==> src/rtl/icache_if.sv <==
// Fetch request/response and byte-wide arbiter read port of the instruction cache.
// Handshakes: start_fetch is held with pc until the one-cycle instr_ready pulse; a byte read is accepted in a cycle with mem_req && mem_gnt.
interface icache_if;
    logic        start_fetch;
    logic [31:0] pc;
    logic        instr_ready;
    logic [31:0] instr;
    logic [31:0] instr_addr;
    logic        mem_req;
    logic [31:0] mem_addr;
    logic        mem_gnt;
    logic [7:0]  mem_din;

    modport slave (
        input  start_fetch, pc, mem_gnt, mem_din,
        output instr_ready, instr, instr_addr, mem_req, mem_addr
    );

    modport master (
        output start_fetch, pc, mem_gnt, mem_din,
        input  instr_ready, instr, instr_addr, mem_req, mem_addr
    );
endinterface

==> src/rtl/icache.sv <==
// Direct-mapped, one-word-per-line instruction cache.
// Misses are refilled by four byte reads assembled little-endian.
module icache #(
    parameter int INDEX_WIDTH = 4
) (
    input  logic       clk,
    input  logic       rst_n,
    input  logic       rdy,
    input  logic       rob_clear,
    icache_if.slave    bus,
    output logic [1:0] dbg_state
);
    localparam int LINES = 1 << INDEX_WIDTH;
    localparam int TAG_W = 30 - INDEX_WIDTH;

    typedef enum logic [1:0] {
        IDLE = 2'd0,
        MISS = 2'd1,
        RESP = 2'd2
    } state_t;

    state_t                   state_q, state_d;
    logic [2:0]               req_cnt_q, req_cnt_d;
    logic [1:0]               recv_cnt_q, recv_cnt_d;
    logic                     pending_q, pending_d;
    logic [29:0]              line_addr_q, line_addr_d;
    logic [23:0]              fill_q, fill_d;
    logic                     instr_ready_q, instr_ready_d;
    logic [31:0]              instr_q, instr_d;
    logic [31:0]              instr_addr_q, instr_addr_d;
    logic [LINES-1:0]         valid_q, valid_d;
    logic [TAG_W-1:0]         tag_q [LINES];
    logic [31:0]              data_q [LINES];

    logic                     wr_en;
    logic [INDEX_WIDTH-1:0]   wr_idx;
    logic [TAG_W-1:0]         wr_tag;
    logic [INDEX_WIDTH-1:0]   pc_idx;
    logic [TAG_W-1:0]         pc_tag;
    logic [31:0]              pc_word;
    logic                     hit;
    logic [31:0]              fill_word;

    assign pc_word   = bus.pc & ~32'd3;
    assign pc_idx    = pc_word[INDEX_WIDTH+1:2];
    assign pc_tag    = pc_word[31:INDEX_WIDTH+2];
    assign hit       = valid_q[pc_idx] && (tag_q[pc_idx] == pc_tag);
    assign fill_word = {bus.mem_din, fill_q};
    assign wr_idx    = line_addr_q[INDEX_WIDTH-1:0];
    assign wr_tag    = line_addr_q[29:INDEX_WIDTH];

    // Request lines depend only on registered state, never on inputs.
    assign bus.mem_req     = (state_q == MISS) && !req_cnt_q[2];
    assign bus.mem_addr    = bus.mem_req ? {line_addr_q, req_cnt_q[1:0]} : 32'd0;
    assign bus.instr_ready = instr_ready_q;
    assign bus.instr       = instr_q;
    assign bus.instr_addr  = instr_addr_q;
    assign dbg_state       = state_q;

    always_comb begin
        state_d       = state_q;
        req_cnt_d     = req_cnt_q;
        recv_cnt_d    = recv_cnt_q;
        pending_d     = pending_q;
        line_addr_d   = line_addr_q;
        fill_d        = fill_q;
        instr_ready_d = instr_ready_q;
        instr_d       = instr_q;
        instr_addr_d  = instr_addr_q;
        wr_en         = 1'b0;
        if (rdy) begin
            instr_ready_d = 1'b0;
            if (rob_clear) begin
                // Abort drops any partial fill and any byte still in flight.
                state_d   = IDLE;
                pending_d = 1'b0;
            end else begin
                case (state_q)
                    IDLE: begin
                        if (bus.start_fetch) begin
                            if (hit) begin
                                instr_d       = data_q[pc_idx];
                                instr_addr_d  = pc_word;
                                instr_ready_d = 1'b1;
                                state_d       = RESP;
                            end else begin
                                line_addr_d = pc_word[31:2];
                                req_cnt_d   = 3'd0;
                                recv_cnt_d  = 2'd0;
                                pending_d   = 1'b0;
                                state_d     = MISS;
                            end
                        end
                    end
                    MISS: begin
                        pending_d = bus.mem_req && bus.mem_gnt;
                        if (bus.mem_req && bus.mem_gnt) begin
                            req_cnt_d = req_cnt_q + 3'd1;
                        end
                        if (pending_q) begin
                            recv_cnt_d = recv_cnt_q + 2'd1;
                            case (recv_cnt_q)
                                2'd0: fill_d[7:0]   = bus.mem_din;
                                2'd1: fill_d[15:8]  = bus.mem_din;
                                2'd2: fill_d[23:16] = bus.mem_din;
                                default: begin
                                    wr_en         = 1'b1;
                                    instr_d       = fill_word;
                                    instr_addr_d  = {line_addr_q, 2'b00};
                                    instr_ready_d = 1'b1;
                                    state_d       = RESP;
                                end
                            endcase
                        end
                    end
                    default: state_d = IDLE;
                endcase
            end
        end
        valid_d = valid_q;
        if (wr_en) begin
            valid_d[wr_idx] = 1'b1;
        end
    end

    always_ff @(posedge clk or negedge rst_n) begin
        if (!rst_n) begin
            state_q       <= IDLE;
            req_cnt_q     <= 3'd0;
            recv_cnt_q    <= 2'd0;
            pending_q     <= 1'b0;
            line_addr_q   <= 30'd0;
            fill_q        <= 24'd0;
            instr_ready_q <= 1'b0;
            instr_q       <= 32'd0;
            instr_addr_q  <= 32'd0;
            valid_q       <= '0;
        end else begin
            state_q       <= state_d;
            req_cnt_q     <= req_cnt_d;
            recv_cnt_q    <= recv_cnt_d;
            pending_q     <= pending_d;
            line_addr_q   <= line_addr_d;
            fill_q        <= fill_d;
            instr_ready_q <= instr_ready_d;
            instr_q       <= instr_d;
            instr_addr_q  <= instr_addr_d;
            valid_q       <= valid_d;
        end
    end

    // Tag and data need no reset: a line is only trusted once its valid bit is set.
    always_ff @(posedge clk) begin
        if (wr_en) begin
            tag_q[wr_idx]  <= wr_tag;
            data_q[wr_idx] <= fill_word;
        end
    end
endmodule

==> src/flat_wrapper.sv <==
// flat-port wrapper written by rule: the top's interface ports become plain ports
module icache_flat 
#(
    parameter int INDEX_WIDTH = 4
)
  (clk, rst_n, rdy, rob_clear, dbg_state, bus_start_fetch, bus_pc, bus_mem_gnt, bus_mem_din, bus_instr_ready, bus_instr, bus_instr_addr, bus_mem_req, bus_mem_addr);
  icache_if bus_i ();
  input  logic clk;
  input  logic rst_n;
  input  logic rdy;
  input  logic rob_clear;
  output logic [1:0] dbg_state;
  input wire logic [$bits(bus_i.start_fetch)-1:0] bus_start_fetch;
  input wire logic [$bits(bus_i.pc)-1:0] bus_pc;
  input wire logic [$bits(bus_i.mem_gnt)-1:0] bus_mem_gnt;
  input wire logic [$bits(bus_i.mem_din)-1:0] bus_mem_din;
  output wire logic [$bits(bus_i.instr_ready)-1:0] bus_instr_ready;
  output wire logic [$bits(bus_i.instr)-1:0] bus_instr;
  output wire logic [$bits(bus_i.instr_addr)-1:0] bus_instr_addr;
  output wire logic [$bits(bus_i.mem_req)-1:0] bus_mem_req;
  output wire logic [$bits(bus_i.mem_addr)-1:0] bus_mem_addr;
  assign bus_i.start_fetch = bus_start_fetch;
  assign bus_i.pc = bus_pc;
  assign bus_i.mem_gnt = bus_mem_gnt;
  assign bus_i.mem_din = bus_mem_din;
  assign bus_instr_ready = bus_i.instr_ready;
  assign bus_instr = bus_i.instr;
  assign bus_instr_addr = bus_i.instr_addr;
  assign bus_mem_req = bus_i.mem_req;
  assign bus_mem_addr = bus_i.mem_addr;
  icache #(.INDEX_WIDTH(INDEX_WIDTH)) u_core (.clk(clk), .rst_n(rst_n), .rdy(rdy), .rob_clear(rob_clear), .bus(bus_i), .dbg_state(dbg_state));
endmodule
==> config.mk <==
export PLATFORM = sky130hd
export DESIGN_NAME = icache_flat
export DESIGN_NICKNAME = d
export VERILOG_FILES = /design/src/rtl/icache_if.sv /design/src/rtl/icache.sv /design/src/flat_wrapper.sv
export SDC_FILE = /design/constraint.sdc
export NUM_CORES = 1
export LEC_CHECK = 0
export CORE_UTILIZATION = 31
export DETAILED_ROUTE_END_ITERATION = 8
export GPL_TIMING_DRIVEN = 1
export SETUP_SLACK_MARGIN = 0.05
export SYNTH_ARGS = -nofsm -noshare
export SYNTH_HDL_FRONTEND = slang
export SYNTH_SLANG_ARGS = --single-unit
==> constraint.sdc <==
create_clock -name clk -period 8.1 [get_ports clk]
set_input_delay 1.62 -clock clk [delete_from_list [all_inputs] [get_ports clk]]
set_output_delay 1.62 -clock clk [all_outputs]
set_load 0.05 [all_outputs]
==> run summary <==
status: finished, violations left
failing checks: DRC
CTS Hold Bufs: 0
RSZ-0062 raised after global routing: no
cts repair resizes: 0
PnR worst setup slack: 2.423 ns
Root Driver: clkbuf_16
area occupied by multi-input gates: 10120 um2
Top FF cell, synth: edfxtp_1
largest net degree at the start of global routing: 123
cell area after synthesis: 41950 um2
min Tclk post-route: 5.677 ns
Synth area leaders: edfxtp_1 66%, mux4_2 13%, dfrtp_1 8.4%
Worst Path Max Fanout: 53
final hold slack: 0.4681 ns
startpoint types: primary input
Sum Neg Setup Slack: 0 ns
Final Hold Viols: 0
most frequent cells in the layout: 928 x edfxtp_1, 245 x mux4_2, 141 x dfrtp_1
Max IR drop VDD: 0.2524 mV
CTS H-Tree Depth: 3
R2R setup slack: 3.69 ns
Row Count: 134
RR Startpoint: u_core.dbg_state[1]
first-pass iteration count of the detailed router: 9
hpwl dp: 56990 um
Overflow after GRT: 0
CTS tree: done
Die X: 369.9 um
top cell type's share of synthesized area: 66.43%
static leakage: 16.88 nW
fin crit share: 70.09%
# setup viols final: 0
EDFF count, synth: 928
Layout Skew: 0.02299 ns
clock insertion delay at the later pin of the skew report: 0.67 ns
vias per std cell: 5.093
Starting DRT DRC Count: 2440
total die area: 136800 um2
Post-Synthesis Cells: 2063
most common cell after layout, fill and taps aside: edfxtp_1
vias in the first global route: 21593
Crit Path Category: primary input to flop
crit end category: flop
port buffer count: 141
Final Max Tran Viols: 0
yosys warns: 0
total power: 13.53 mW
CP arrival: 6.21 ns
Avg Cell Area, Syn: 20.33 um2
global-route wire length before repair: 150100 um
area growth from synthesis to layout: 16.82%
fin cells: 4097
register bit total from synthesis: 1069
initial antenna violation count: 12
clock-pin slew on the worst setup and hold paths: 0.06 ns
Remaining DRCs: 18
Post-DRT Antenna Nets: 0
worst slew pin tran: 1.254 ns
worst hold start: u_core.valid_q[3]
n_diodes: 0
Chip Height: 369.9 um
Initial Util: 31.35%
Netlist cell types: 53
Data required, critical path: 8.63 ns
TritonCTS buffer count: 100
Hold Path Depth: 1
power density over the cells: 276.1 nW/um2
post-place instance area: 45630 um2
fillers: 12226
placed insts: 3914
max cap viols: 0
final core utilization: 36.63%
design area: 49000 um2
IO Count: 146
total track usage: 15.15%
Max-slew headroom: 16.24%
global placement routability congestion: 0.7425
Async S/R FF share, synth: 13.19%
Fmax achieved: 0.1761 GHz
worst min path class: flop to flop
sequential fraction of the synthesis area: 74.84%
layout cells sized above 1: 23.36%
hold endpoint: u_core.valid_q[3]
wire per inst: 25.69 um
worst flop-to-flop path endpoint: u_core.tag_q[6][18]
post-synth top area cell: edfxtp_1
Post-CTS Setup Inserts: 0
R2R depth: 7
register cell area after layout: 31400 um2
Core Box Area: 133800 um2
Max clock buf depth: 3
final net count: 2299
DR vias: 20864
Total Wirelength: 105200 um
Clock Sinks: 1069
worst slack at placement: 1.686 ns
layer usage:
metal	wire length, um	part of all wire [%]	GRT usage (%)	up-vias
li1	-	-	-	8710
met1	45780	43	21.19	11224
met2	49720	47	24.16	787
met3	7807	7.4	3.230	137
met4	1894	1.8	3.377	6
met5	41	0.039	0	-
flip-flops by register name, summed over array words and instances, names as in the netlist:
signal,cells
u_core.fill_q,24
u_core.line_addr_q,30
u_core.tag_q,416
u_core.bus.instr_ready,1
u_core.recv_cnt_q,2
u_core.bus.instr_addr,30
u_core.dbg_state,2
u_core.valid_q,16
u_core.data_q,512
u_core.req_cnt_q,3
u_core.pending_q,1
u_core.bus.instr,32
worst max path at each step:
stage,from,endpoint,slack (ns),depth (start not counted)
6_report,bus_pc[2],u_core.bus.instr_addr[3],2.42,11
5_1_grt,bus_pc[2],u_core.bus.instr[24],2.12,11
3_3_place_gp,bus_pc[4],u_core.line_addr_q[13],1.74,12
4_1_cts,bus_pc[4],u_core.bus.instr_addr[3],2.40,12
3_5_place_dp,bus_pc[4],u_core.bus.instr_addr[3],1.69,12
2_1_floorplan,rdy,u_core.valid_q[0],0.56,8
cell usage after synthesis (all sizes together), types with 7 or more instances:
| cell type | instances |
|---|---|
| a2111oi | 7 |
| a221oi | 15 |
| a22o | 14 |
| a22oi | 12 |
| and2 | 35 |
| buf | 58 |
| clkbuf | 51 |
| dfrtp | 141 |
| edfxtp | 928 |
| mux2 | 122 |
| mux2i | 50 |
| mux4 | 245 |
| nand2 | 117 |
| nand3 | 9 |
| nor2 | 120 |
| nor2b | 8 |
| o21ai | 7 |
| or2 | 16 |
| xnor2 | 16 |
| xor2 | 13 |
worst max-delay path, cell delays in order:
cell	delay, ns
buf_8	0.47
buf_4	0.58
mux4_2	0.56
mux2i_1	0.19
o22ai_1	0.18
xor2_1	0.20
a2111oi_0	0.94
nand4_1	0.31
a21oi_4	0.26
buf_12	0.32
mux2_1	0.37
final cells by class:
class	instances	share of cell area (%)
Sequential cell	1069	64.07
Multi-Input combinational cell	882	20.66
Clock buffer	130	5.548
Tap cell	1768	4.514
Timing Repair Buffer	191	3.835
Clock inverter	53	1.343
Inverter	4	0.03064
cells by family (layout without fill, tap and decap cells):
logic type | Yosys count | after routing | synth area share, %
simple gates | 346 | 346 | 3.833
fa+ha+maj | 5 | 5 | 0.1491
other cells | 1 | 2 | 0.008940
flops | 1069 | 1069 | 74.84
xor+xnor | 29 | 29 | 0.6055
buf+inv | 113 | 378 | 1.357
compound gates | 83 | 83 | 1.581
mux | 417 | 417 | 17.62
where the power goes:
part           leakage [nW]  switching (mW)  total [mW]  internal (mW)
logic                  4.45            1.22        1.87          0.647
registers              10.8           0.374        6.79           6.41
clock network          1.64            2.01        4.88           2.87
total                  16.9            3.60        13.5           9.93
(Power assumes the default switching activity.)
